--- config.mk ---
export PLATFORM = sky130hd
export DESIGN_NAME = dsp_mul_sequencer
export DESIGN_NICKNAME = d
export VERILOG_FILES = /design/src/rtl/dsp_mul_sequencer_pkg.sv /design/src/rtl/dsp_mul_sequencer_mul16u.sv /design/src/rtl/dsp_mul_sequencer.sv
export SDC_FILE = /design/constraint.sdc
export NUM_CORES = 1
export LEC_CHECK = 0
export CAP_MARGIN = 0
export CORE_ASPECT_RATIO = 0.7
export CORE_UTILIZATION = 35
export CTS_CLUSTER_DIAMETER = 100
export DETAILED_ROUTE_END_ITERATION = 8
export SYNTH_ARGS = -nofsm -noshare
export SYNTH_HDL_FRONTEND = slang
export SYNTH_SLANG_ARGS = --single-unit
--- constraint.sdc ---
create_clock -name clk -period 9.1 [get_ports clk]
set_input_delay 1.365 -clock clk [delete_from_list [all_inputs] [get_ports clk]]
set_output_delay 1.365 -clock clk [all_outputs]
set_load 0.1 [all_outputs]
--- src/rtl/dsp_mul_sequencer_pkg.sv ---
// Shared RV32M multiply definitions: op codes, sequencer states, operand sign rules.
// Latency: n/a (types and pure functions only).
// Backpressure: n/a.
package dsp_mul_sequencer_pkg;

  typedef enum logic [1:0] {
    MUL_OP_MUL    = 2'b00,
    MUL_OP_MULH   = 2'b01,
    MUL_OP_MULHSU = 2'b10,
    MUL_OP_MULHU  = 2'b11
  } mul_op_t;

  typedef enum logic [1:0] {
    S_IDLE = 2'b00,
    S_MUL  = 2'b01,
    S_FIX  = 2'b10,
    S_DONE = 2'b11
  } mul_state_t;

  // rs1 is treated as signed for MULH and MULHSU; MUL low word is sign-agnostic.
  function automatic logic op_a_signed(input mul_op_t op);
    return (op == MUL_OP_MULH) || (op == MUL_OP_MULHSU);
  endfunction

  // rs2 is treated as signed only for MULH.
  function automatic logic op_b_signed(input mul_op_t op);
    return (op == MUL_OP_MULH);
  endfunction

endpackage

--- src/rtl/dsp_mul_sequencer_mul16u.sv ---
// Unregistered 16x16 unsigned multiplier, shaped to map onto one SB_MAC16 slice.
// Latency: combinational, product usable in the same cycle.
// Backpressure: none, pure function of inputs.
module dsp_mul16u (
  input  logic [15:0] a,
  input  logic [15:0] b,
  output logic [31:0] p
);

  // Full-width unsigned product; no input or output pipeline registers.
  always_comb begin
    p = {16'd0, a} * {16'd0, b};
  end

endmodule

--- src/rtl/dsp_mul_sequencer.sv ---
// RV32M MUL/MULH/MULHSU/MULHU unit sequencing four 16x16 partial products through one DSP.
// Latency: start accepted in cycle T gives a one-cycle done pulse in T+6; next accept at T+7.
// Backpressure: ready is high only when idle; start while not ready is dropped, flush aborts.
module dsp_mul_sequencer
  import dsp_mul_sequencer_pkg::*;
(
  input  logic        clk,
  input  logic        reset,
  input  logic        start,
  input  logic [1:0]  op,
  input  logic [31:0] rs1,
  input  logic [31:0] rs2,
  input  logic        flush,
  output logic        ready,
  output logic        done,
  output logic [31:0] result
);

  mul_state_t  state;
  logic [1:0]  count;
  logic [31:0] a_abs;
  logic [31:0] b_abs;
  logic        neg;
  mul_op_t     op_q;
  logic [63:0] acc;

  logic [15:0] dsp_a;
  logic [15:0] dsp_b;
  logic [31:0] dsp_p;
  logic [63:0] pp_shift;
  logic [63:0] acc_fixed;
  logic        sign_a;
  logic        sign_b;
  logic [31:0] a_abs_nxt;
  logic [31:0] b_abs_nxt;

  // Magnitudes of the incoming operands; 0x80000000 negates to itself and is read as unsigned.
  always_comb begin
    sign_a    = op_a_signed(mul_op_t'(op)) & rs1[31];
    sign_b    = op_b_signed(mul_op_t'(op)) & rs2[31];
    a_abs_nxt = sign_a ? (~rs1 + 32'd1) : rs1;
    b_abs_nxt = sign_b ? (~rs2 + 32'd1) : rs2;
  end

  // Half-word selection depends on count alone: bit1 picks the A half, bit0 the B half.
  always_comb begin
    dsp_a = count[1] ? a_abs[31:16] : a_abs[15:0];
    dsp_b = count[0] ? b_abs[31:16] : b_abs[15:0];
  end

  dsp_mul16u u_dsp (
    .a (dsp_a),
    .b (dsp_b),
    .p (dsp_p)
  );

  // Align the partial product: lo*lo at 0, cross terms at 16, hi*hi at 32.
  always_comb begin
    pp_shift = 64'd0;
    case (count)
      2'd0:    pp_shift = {32'd0, dsp_p};
      2'd1:    pp_shift = {16'd0, dsp_p, 16'd0};
      2'd2:    pp_shift = {16'd0, dsp_p, 16'd0};
      default: pp_shift = {dsp_p, 32'd0};
    endcase
  end

  // Restore the sign of the magnitude product; negating zero yields zero.
  always_comb begin
    acc_fixed = neg ? (~acc + 64'd1) : acc;
  end

  // Sequencer FSM with registered ready/done/result.
  always_ff @(posedge clk) begin
    if (reset) begin
      state  <= S_IDLE;
      ready  <= 1'b1;
      done   <= 1'b0;
      result <= 32'd0;
      acc    <= 64'd0;
      count  <= 2'd0;
      a_abs  <= 32'd0;
      b_abs  <= 32'd0;
      neg    <= 1'b0;
      op_q   <= MUL_OP_MUL;
    end else begin
      done <= 1'b0;
      case (state)
        S_IDLE: begin
          if (start && !flush) begin
            a_abs <= a_abs_nxt;
            b_abs <= b_abs_nxt;
            neg   <= sign_a ^ sign_b;
            op_q  <= mul_op_t'(op);
            acc   <= 64'd0;
            count <= 2'd0;
            ready <= 1'b0;
            state <= S_MUL;
          end
        end
        S_MUL: begin
          if (flush) begin
            ready <= 1'b1;
            state <= S_IDLE;
          end else begin
            acc   <= acc + pp_shift;
            count <= count + 2'd1;
            if (count == 2'd3) begin
              state <= S_FIX;
            end
          end
        end
        S_FIX: begin
          if (flush) begin
            ready <= 1'b1;
            state <= S_IDLE;
          end else begin
            acc    <= acc_fixed;
            result <= (op_q == MUL_OP_MUL) ? acc_fixed[31:0] : acc_fixed[63:32];
            done   <= 1'b1;
            state  <= S_DONE;
          end
        end
        default: begin
          // Result is already committed here, so a flush no longer cancels the pulse.
          ready <= 1'b1;
          state <= S_IDLE;
        end
      endcase
    end
  end

endmodule

# Word-level counts from Yosys, hierarchy flattened
# Index checks and enable logic that the tools add are counted.
# classes
addsub	5
multipliers	1
n_div	0
n_lt_le_gt_ge	0
n_eq_ne	12
n_shift	0
mux	23
bitwise_logic	8
reduce_logical	17
# op_table
op	n
64-bit 2-to-1 mux	4
64-bit case mux with 3 select lines	1
64-bit case mux with 2 select lines	1
32-bit 2-to-1 mux	3
32-bit by 1-bit adder with 32-bit output (second input constant)	2
64-bit by 1-bit adder with 64-bit output (second input constant)	1
64-bit adder	1
32-bit NOT	2
64-bit NOT	1
16-bit by 16-bit multiplier with 32-bit output	1
16-bit 2-to-1 mux	2
2-bit 2-to-1 mux	6
2-bit equality test (second input constant)	4
2-bit AND reduction	4
2-bit by 1-bit equality test with 1-bit output (second input constant)	3
2-bit logical NOT	3
2-bit != test (second input constant)	3
2-bit case mux with 3 select lines	1
2-bit OR reduction	3
2-bit case mux with 2 select lines	1
4-bit AND reduction	1
1-bit 2-to-1 mux	3
3-bit != test (second input constant)	1
3-bit AND reduction	1
11 further kinds	13
# totals
register_bits	169
latchBits	0
mem_bits_rw	0
rom_bits	0
inputBits	70
out_inout_bits	34
wordCells	76
memories	0

# Depth between registers and ports, before layout
# Gate-level depths: netlist (run 1).
# depth
word_depth	6
ltp_mapped	42

# By module
# A second synthesis (run 1) with hierarchy kept.
# unflattened
cells_unflattened	2947
hier_area_um2	23169.7
# by_module_without_submodules
mod	n_inst	cells_each	area_each_um2	seq_area_each_um2
dsp_mul_sequencer	1	1972	14642.8	3383.2
dsp_mul16u	1	975	8526.9	0.0

# Worst setup path before layout (run 1)
# No wires, ideal clock.
# synth_timing
kind	register -> register
startpoint	register count[1]
endpoint	register acc[58]
arrival_time_ps	9817
setup_slack_ps	-851
path_stages_with_launch	38
synth_period_minus_slack_ps	9951
cell_sequence	dfxtp_1 > clkbuf_1 > buf_1 > buf_1 > mux2i_1 > nor2_1 > fa_1 > inv_1 > fa_1 > fa_1 > inv_1 > fa_1 > fa_1 > inv_1 > fa_1 > inv_1 > ha_1 > and3_1 > [2 not listed] > o211ai_1 > o211ai_1 > o22ai_1 > o41a_1 > a21oi_1 > xnor2_1 > o22ai_1 > ha_1 > clkbuf_1 > nand4_1 > nor2_1 > nand4_1 > or4_1 > o211a_1 > o31a_1 > o21bai_1 > xnor2_1 > o22ai_1
# synth_between
elab_chain_len	6
word_cells_on_any_way	10
classes_between	add/sub (1); mul (1); eq/ne (2); mux (4); reduce/logical (2)
# synth_lines
element	line	source
start, declared	dsp_mul_sequencer.sv:20	logic [1:0] count;
start signal, assigned	dsp_mul_sequencer.sv:107	count <= count + 2'd1;
16-bit 2-to-1 mux (tied with other cells)	dsp_mul_sequencer.sv:47	dsp_a = count[1] ? a_abs[31:16] : a_abs[15:0];
16-bit by 16-bit multiplier with 32-bit output or 2-bit OR reduction (tied branches)	n/a	
64-bit case mux with 2 select lines *	dsp_mul_sequencer.sv:60	case (count)
64-bit adder *	dsp_mul_sequencer.sv:106	acc <= acc + pp_shift;
64-bit 2-to-1 mux *	dsp_mul_sequencer.sv:102	if (flush) begin
64-bit case mux with 3 select lines *	dsp_mul_sequencer.sv:88	case (state)
end signal, assigned	dsp_mul_sequencer.sv:106	
end signal, assigned	dsp_mul_sequencer.sv:118	acc <= acc_fixed;
end, declared	dsp_mul_sequencer.sv:25	logic [63:0] acc;
# Every way passes the cells marked *; elsewhere a longest branch is shown, timed or not. The select of a mux whose other input is x is not followed.
# A chain may end at the register's enable or synchronous reset.

# Worst setup path after layout (run 1)
# Ends and elaborated chain as after synthesis.

==> results.ini, run 1 <==
[logic_synthesis]
ys_seq_elements=169
synth_enable_flop_cells=0
asyncSetResetFlopFracSynth_pct=0
post_synth_inst_count=2905
share_of_the_yosys_chip_area_belonging_to_registers_pct=15.03
yosys.cell_types.count=84
primary_flip_flop_cell_chosen_by_synthesis_mapping=sky130_fd_sc_hd__dfxtp_1
yosys_warnings=0
avgSynthCellArea_sq_um=7.750
synthesis.nets=3347
post_synth_instance_area_sq_um=22510

[global_routing]
grt_pass1_vias=21261
globalRouteMet1Util_pct=37.79
track_usage_pct=25.40
gr-usage-met2_pct=32.63
grt_pass1_wl_mm=127.7
grt-busiest-layer=met1
largest_net_degree_at_the_start_of_global_routing=121
grt_util_met3_pct=11.82
gr-total-overflow=0
initial_antenna_violation_count=0

[detailed_routing]
drt_iter0_markers=2275
via_count=22709
remaining_drc_errors=0
antenna_left=0
drt_pre_antenna_iters=6
vias_per_cell=5.458
detail_route.wl_per_cell_microns=20.23
routed_wl_mm=84.19

[clock_tree]
cts_buffers=17
cts_clock_pin_slew_for_the_worst_setup_and_hold_paths_ps=80
clk_path_buf_depth=2
clock_sink_count=169
cts_root_buf=sky130_fd_sc_hd__clkbuf_16
ctsHoldBuffers=0
clkLatencyLatePin_ps=520
htree_depth=4
tritoncts=done

[setup_path]
cp_top_family=adder cells
crit_path_max_fanout=7
timing.critical_path.to_type=flip-flop
timing_worst_setup_path_type=reg2reg
setup.worst_path.start_class=flip-flop
cp.buffers_inverters=8
crit_top_cell=sky130_fd_sc_hd__fa_1
worstPathArrival_ps=9700
cp_slowest_cell=sky130_fd_sc_hd__fa_1
slowest_delay_ps=560
required_ps=9460

[layout]
final_common_cell=sky130_fd_sc_hd__buf_4
layout_cell_share_with_drive_strength_beyond_1_pct=20.62
antennaDiodeCount=0
fin_area_sq_um=29190
area_growth_syn_to_layout_pct=29.67
layout_common_cells=405 x sky130_fd_sc_hd__buf_4, 351 x sky130_fd_sc_hd__nand2_1, 327 x sky130_fd_sc_hd__nor2_1
nets=3761

[pwr]
cellPowerDensity_nw_per_um2=116.9
power_leakage_nw=13.09
finalPower_mw=3.412
ir_worst_vdd_v=0.0001267

[placement]
dpl_cell_area_sq_um=27050
gpl.final_weighted_congestion=1.014
io_buffers=103
detailedPlacementHpwl_mm=67.01
dp_slack_ps=-658.7

[timing]
finClkSkew_ps=22.21
final.period_utilization_pct=102.6
slew_violations=0
final_critical_path_setup_slack_ps=-235.3
final-setup-viol-count=13
rsz0062_at_grt=true
holdWs_ps=458.1
final-hold-violation-count=0
finalWorstPathRequiredPeriod_ps=9335
max-slew-margin-rel_pct=25.27
fmax_mhz=107.1
worst_slew_pin_slew_ps=1118

[die]
die_y_microns=214.2
die_x_microns=305.1
floorplan.io_pins=104
fp.dieArea_sq_um=65360
core-area_sq_um=63390
floorplan.rows=77
initial_core_util_pct=35.51

[run]
drv_cap=0

[min_path]
min_path_type=reg2reg

[status]
violations=setup timing
status=complete, but fails checks

==> cell usage after synthesis (10+ instances only) <==
cell                       count  area share (%)
sky130_fd_sc_hd__inv_1       270             4.5
sky130_fd_sc_hd__fa_1        195              17
sky130_fd_sc_hd__and3_1       14            0.39
sky130_fd_sc_hd__a222oi_1     11            0.49
sky130_fd_sc_hd__nand3_1      38            0.84
sky130_fd_sc_hd__a211oi_1     58             1.9
sky130_fd_sc_hd__o21bai_1     20            0.67
sky130_fd_sc_hd__nor2b_1      13            0.36
sky130_fd_sc_hd__o21ai_1      15            0.33
sky130_fd_sc_hd__a311oi_1     20            0.78
sky130_fd_sc_hd__a31oi_1      16            0.44
sky130_fd_sc_hd__ha_1        177             9.8
sky130_fd_sc_hd__a22o_1       10            0.39
sky130_fd_sc_hd__nand4_1      22            0.61
sky130_fd_sc_hd__nand2_1     356             5.9
sky130_fd_sc_hd__mux2i_1      34             1.5
sky130_fd_sc_hd__xnor2_1     117             4.6
sky130_fd_sc_hd__o21ai_0     133             3.0
sky130_fd_sc_hd__or3_1        32            0.89
sky130_fd_sc_hd__nor2_1      344             5.7
sky130_fd_sc_hd__mux2_2       29             1.5
sky130_fd_sc_hd__o21a_1       12            0.40
sky130_fd_sc_hd__a221oi_1     20            0.78
sky130_fd_sc_hd__o22ai_1      20            0.56
sky130_fd_sc_hd__clkbuf_1    129             2.2
sky130_fd_sc_hd__nor3_1       48             1.1
sky130_fd_sc_hd__a21o_1       71             2.4
sky130_fd_sc_hd__nand2b_1     18            0.50
sky130_fd_sc_hd__nor4_1       13            0.36
sky130_fd_sc_hd__or4_1        12            0.40
sky130_fd_sc_hd__o211ai_1     18            0.60
sky130_fd_sc_hd__a21oi_1     192             4.3
sky130_fd_sc_hd__buf_1        18            0.30
sky130_fd_sc_hd__xor2_1       70             2.7
sky130_fd_sc_hd__dfxtp_1     169              15
sky130_fd_sc_hd__and2_1       26            0.72
sky130_fd_sc_hd__o31ai_1      27            0.90
==> per-layer routing <==
layer | up-vias | routed length [microns]
li1 | 10843 | -
met1 | 10851 | 39740
met2 | 937 | 32240
met3 | 78 | 11100
met4 | 0 | 1106
met5 | - | 0
==> what timing repair did <==
item,4_1_cts,5_1_grt
gates cloned,1,0
resized for setup,117,100
endpoints found under the setup margin,26,37
buffers inserted,43,23
pin swaps,101,73
==> registers in the layout, summed over array words and instances (netlist names) <==
| register | flops |
|---|---|
| acc | 64 |
| a_abs | 32 |
| b_abs | 32 |
| result | 32 |
| count | 2 |
| op_q | 2 |
| state | 2 |
| done | 1 |
| neg | 1 |
| ready | 1 |
==> where the power goes <==
part / switching [mW] / internal [mW] / total [mW]
Clock: 0.405 / 0.399 / 0.804
Sequential: 0.0377 / 0.776 / 0.814
Combinational: 1.06 / 0.734 / 1.79
==> final cells by class <==
cell class	instances	area [sq um]
tap	829	1037
timing repair buffer	544	4594
clock inverter	14	196.4
fill	6341	34200
multi-input combinational	2315	18520
clock buffer	18	429.2
inverter	272	1021
sequential	169	3392
==> per-stage QoR <==
step                util (%)  std cells  TNS (ps)
floorplan                  -       2905         0
global placement       42.68       4062     -7541
detailed placement     42.68       4062     -8363
CTS                    45.05       4138     -1143
global route           46.05       4161     -8410
finish                 46.05       4161     -1423
==> cell families after synthesis <==
family          Yosys count  synth area share, %
simple gates            978                19.52
flops                   169                15.03
xor+xnor                187                7.275
mux                      63                2.962
fa+ha+maj               372                27.18
compound gates          715                21.01
buf+inv                 421                7.030
==> path summary, 6_finish.rpt <==
kind	startpoint	endpoint	slack (ps)	depth (start not counted)
worst max-delay path	count[1]$_SDFFE_PP0P_	acc[58]$_SDFFE_PP0P_	-240	40
worst min-delay path	result[25]$_SDFFE_PP0P_	result[25]$_SDFFE_PP0P_	460	2
worst max register to register	count[1]$_SDFFE_PP0P_	acc[58]$_SDFFE_PP0P_	-240	40
worst min register to register	result[25]$_SDFFE_PP0P_	result[25]$_SDFFE_PP0P_	460	2
==> tightest hold or removal path: cells and delay by family, from the launching register on <==
kind | cells | cell delay (ps)
compound gates | 1 | 50
flops | 1 | 320
simple gates | 1 | 50
(Power assumes the default switching activity.)
==> inputs of run 2 (changes only) <==
==> constraint.sdc (replaced) <==
create_clock -name clk -period 9.1 [get_ports clk]
set_input_delay 1.82 -clock clk [delete_from_list [all_inputs] [get_ports clk]]
set_output_delay 1.82 -clock clk [all_outputs]
set_load 0.1 [all_outputs]
==> results of run 2 <==
The final DEF is identical to that of run 1; final timing and power are the same.
==> RTL edit, RTL diff (settings of run 1) <==
The 4 states of `mul_state_t` get a Gray code encoding in 2 bits.
--- a/src/rtl/dsp_mul_sequencer_pkg.sv
+++ b/src/rtl/dsp_mul_sequencer_pkg.sv
@@ -13,8 +13,8 @@
   typedef enum logic [1:0] {
     S_IDLE = 2'b00,
     S_MUL  = 2'b01,
-    S_FIX  = 2'b10,
-    S_DONE = 2'b11
+    S_FIX  = 2'b11,
+    S_DONE = 2'b10
   } mul_state_t;
 
   // rs1 is treated as signed for MULH and MULHSU; MUL low word is sign-agnostic.
Check against the original RTL: no difference found for any inputs over 4 cycles, from zero or initial values and one cycle with reset high; so few cycles prove little.
==> RTL edit against run 1 <==
  * The flow still finishes with violations (setup timing)
  * Total power decreased by 12%
  * Cell count rose by 0.17%
  * Count of clock-buffer cells in the layout fell by 1
  * Synthesized area decreased by 0.79%
  * Cell area up 1.5%
  * Routed wire length grew 0.11%
  * Setup slack worse by 38 ps
  * Sequential cell count did not move
  * Highest routed layer is now met5
==> RTL edit: results (changes against run 1) <==
** Global route
- The maximum number of pins on one net before global-route repair is 90 (-26%).
- Met3 routing resource usage after global routing :: 0.0761 (-0.0421)
- The number of global-route vias before repair was 21,300 (+0.061%).

** Outcome
- The run finished, with violations left.
- Failing checks :: setup timing

** Finish
- The number of clock buffers in the layout is 17 (-1).
- The fraction of area in non-clock buffers is 0.163 (+0.00572).
- The filler cell count in the final layout is 6,106 (-3.7%).
- The multi-input gate share of total cell area came to 0.631 (-0.00332).
- The final instance count without filler cells is 4,168 (+0.17%).
- The final antenna diode count is 1 (+1).
- The non-clock inverter count in the final layout came to 275 (+1.1%).
- The share of final-layout standard cells stronger than drive strength 1 came to 0.227 (+0.0206).
- The final-stage net count came to 3,763 (+0.053%).

** Pwr
- The power per unit of standard cell area is 102 nW/um2 (-13%).
- The worst-case vdd ir drop came to 0.000119 V (-5.9%).
- The power attributed to sequential cells came to 0.808 mW (-0.7%).
- The reported clock group power is 0.821 mW (+2%).
- Net switching component of the power :: 1.28 mW (-15%)
- Pwr Total :: 3.01 mW (-12%)

** Detailed routing
- Met2 wire length :: 33,500 um (+4.0%)
- Met1 routed wirelength after detailed routing :: 40,000 um (+0.63%)
- Number of detailed-routing iterations run before antenna repair :: 7 (+1)
- The number of DRC markers after the initial detailed-route iteration came to 2,385 (+4.8%).
- The met3 wirelength from detailed routing was 9280 um (-16%).

** Placed design
- Routability-driven placement congestion ratio :: 0.989 (-2.4%)
- DP HPWL :: 67,200 um (+0.31%)
- Number of cells in the design after placement :: 4,078 (+0.39%)
- The placed cell area was 27,200 um2 (+0.44%).

** Timing
- The worst setup margin is -273 ps (-38.1 ps).
- The slew at the pin closest to its max-slew limit came to 1300 ps (+178 ps).
- Sum of negative setup slack :: -2250 ps (-826 ps)
- Worst setup skew after layout :: 21.5 ps (-0.744 ps)
- The count of final setup violators came to 18 (+5).

** Yosys
- Sequential-to-total area share from yosys stat :: 0.151 (+0.00120)
- The portion of netlist area occupied by mux cells is 0.0334 (+0.00382).
- Post-synthesis compound-gate area fraction :: 0.204 (-0.00566)
- Post-synthesis instance total :: 2,898 (-0.24%)
- Synthesized net count :: 3,336 (-0.33%)
- In the post-synthesis netlist, the biggest area contributors are sky130_fd_sc_hd__fa_1, sky130_fd_sc_hd__dfxtp_1, sky130_fd_sc_hd__ha_1.
- The number of different library cells in the post-synthesis netlist came to 77 (-8.3%).
- The parity-gate share of the synthesized area counting xor and xnor cells came to 0.0760 (+0.00322).

** Worst setup path
- For this design, the slowest cell found on the critical path is sky130_fd_sc_hd__o41ai_4.
- Worst path max stage delay :: 600 ps (+40 ps)
-- RTL edit: cells by family after synthesis --
logic type	after synthesis
AND/OR/NAND/NOR	968
AO/OA/AOI/OAI	704
buffers and inverters	426
adder cells (fa/ha/maj)	368
XOR/XNOR	192
flip-flops	169
multiplexers	71
-- RTL edit: what timing repair did --
action	4_1_cts	5_1_grt
endpoints found under the setup margin	28	37
pin swaps	40	141
resized for setup	133	173
buffers inserted	29	28
cloned	3	0
-- RTL edit: path summary, 6_finish.rpt --
check,from,to,slack [ps],cells past startpoint
worst max-delay path,count[1]$_SDFFE_PP0P_,acc[63]$_SDFFE_PP0P_,-270,36
worst min-delay path,result[23]$_SDFFE_PP0P_,result[23]$_SDFFE_PP0P_,460,2
worst max register to register,count[1]$_SDFFE_PP0P_,acc[63]$_SDFFE_PP0P_,-270,36
worst min register to register,result[23]$_SDFFE_PP0P_,result[23]$_SDFFE_PP0P_,460,2
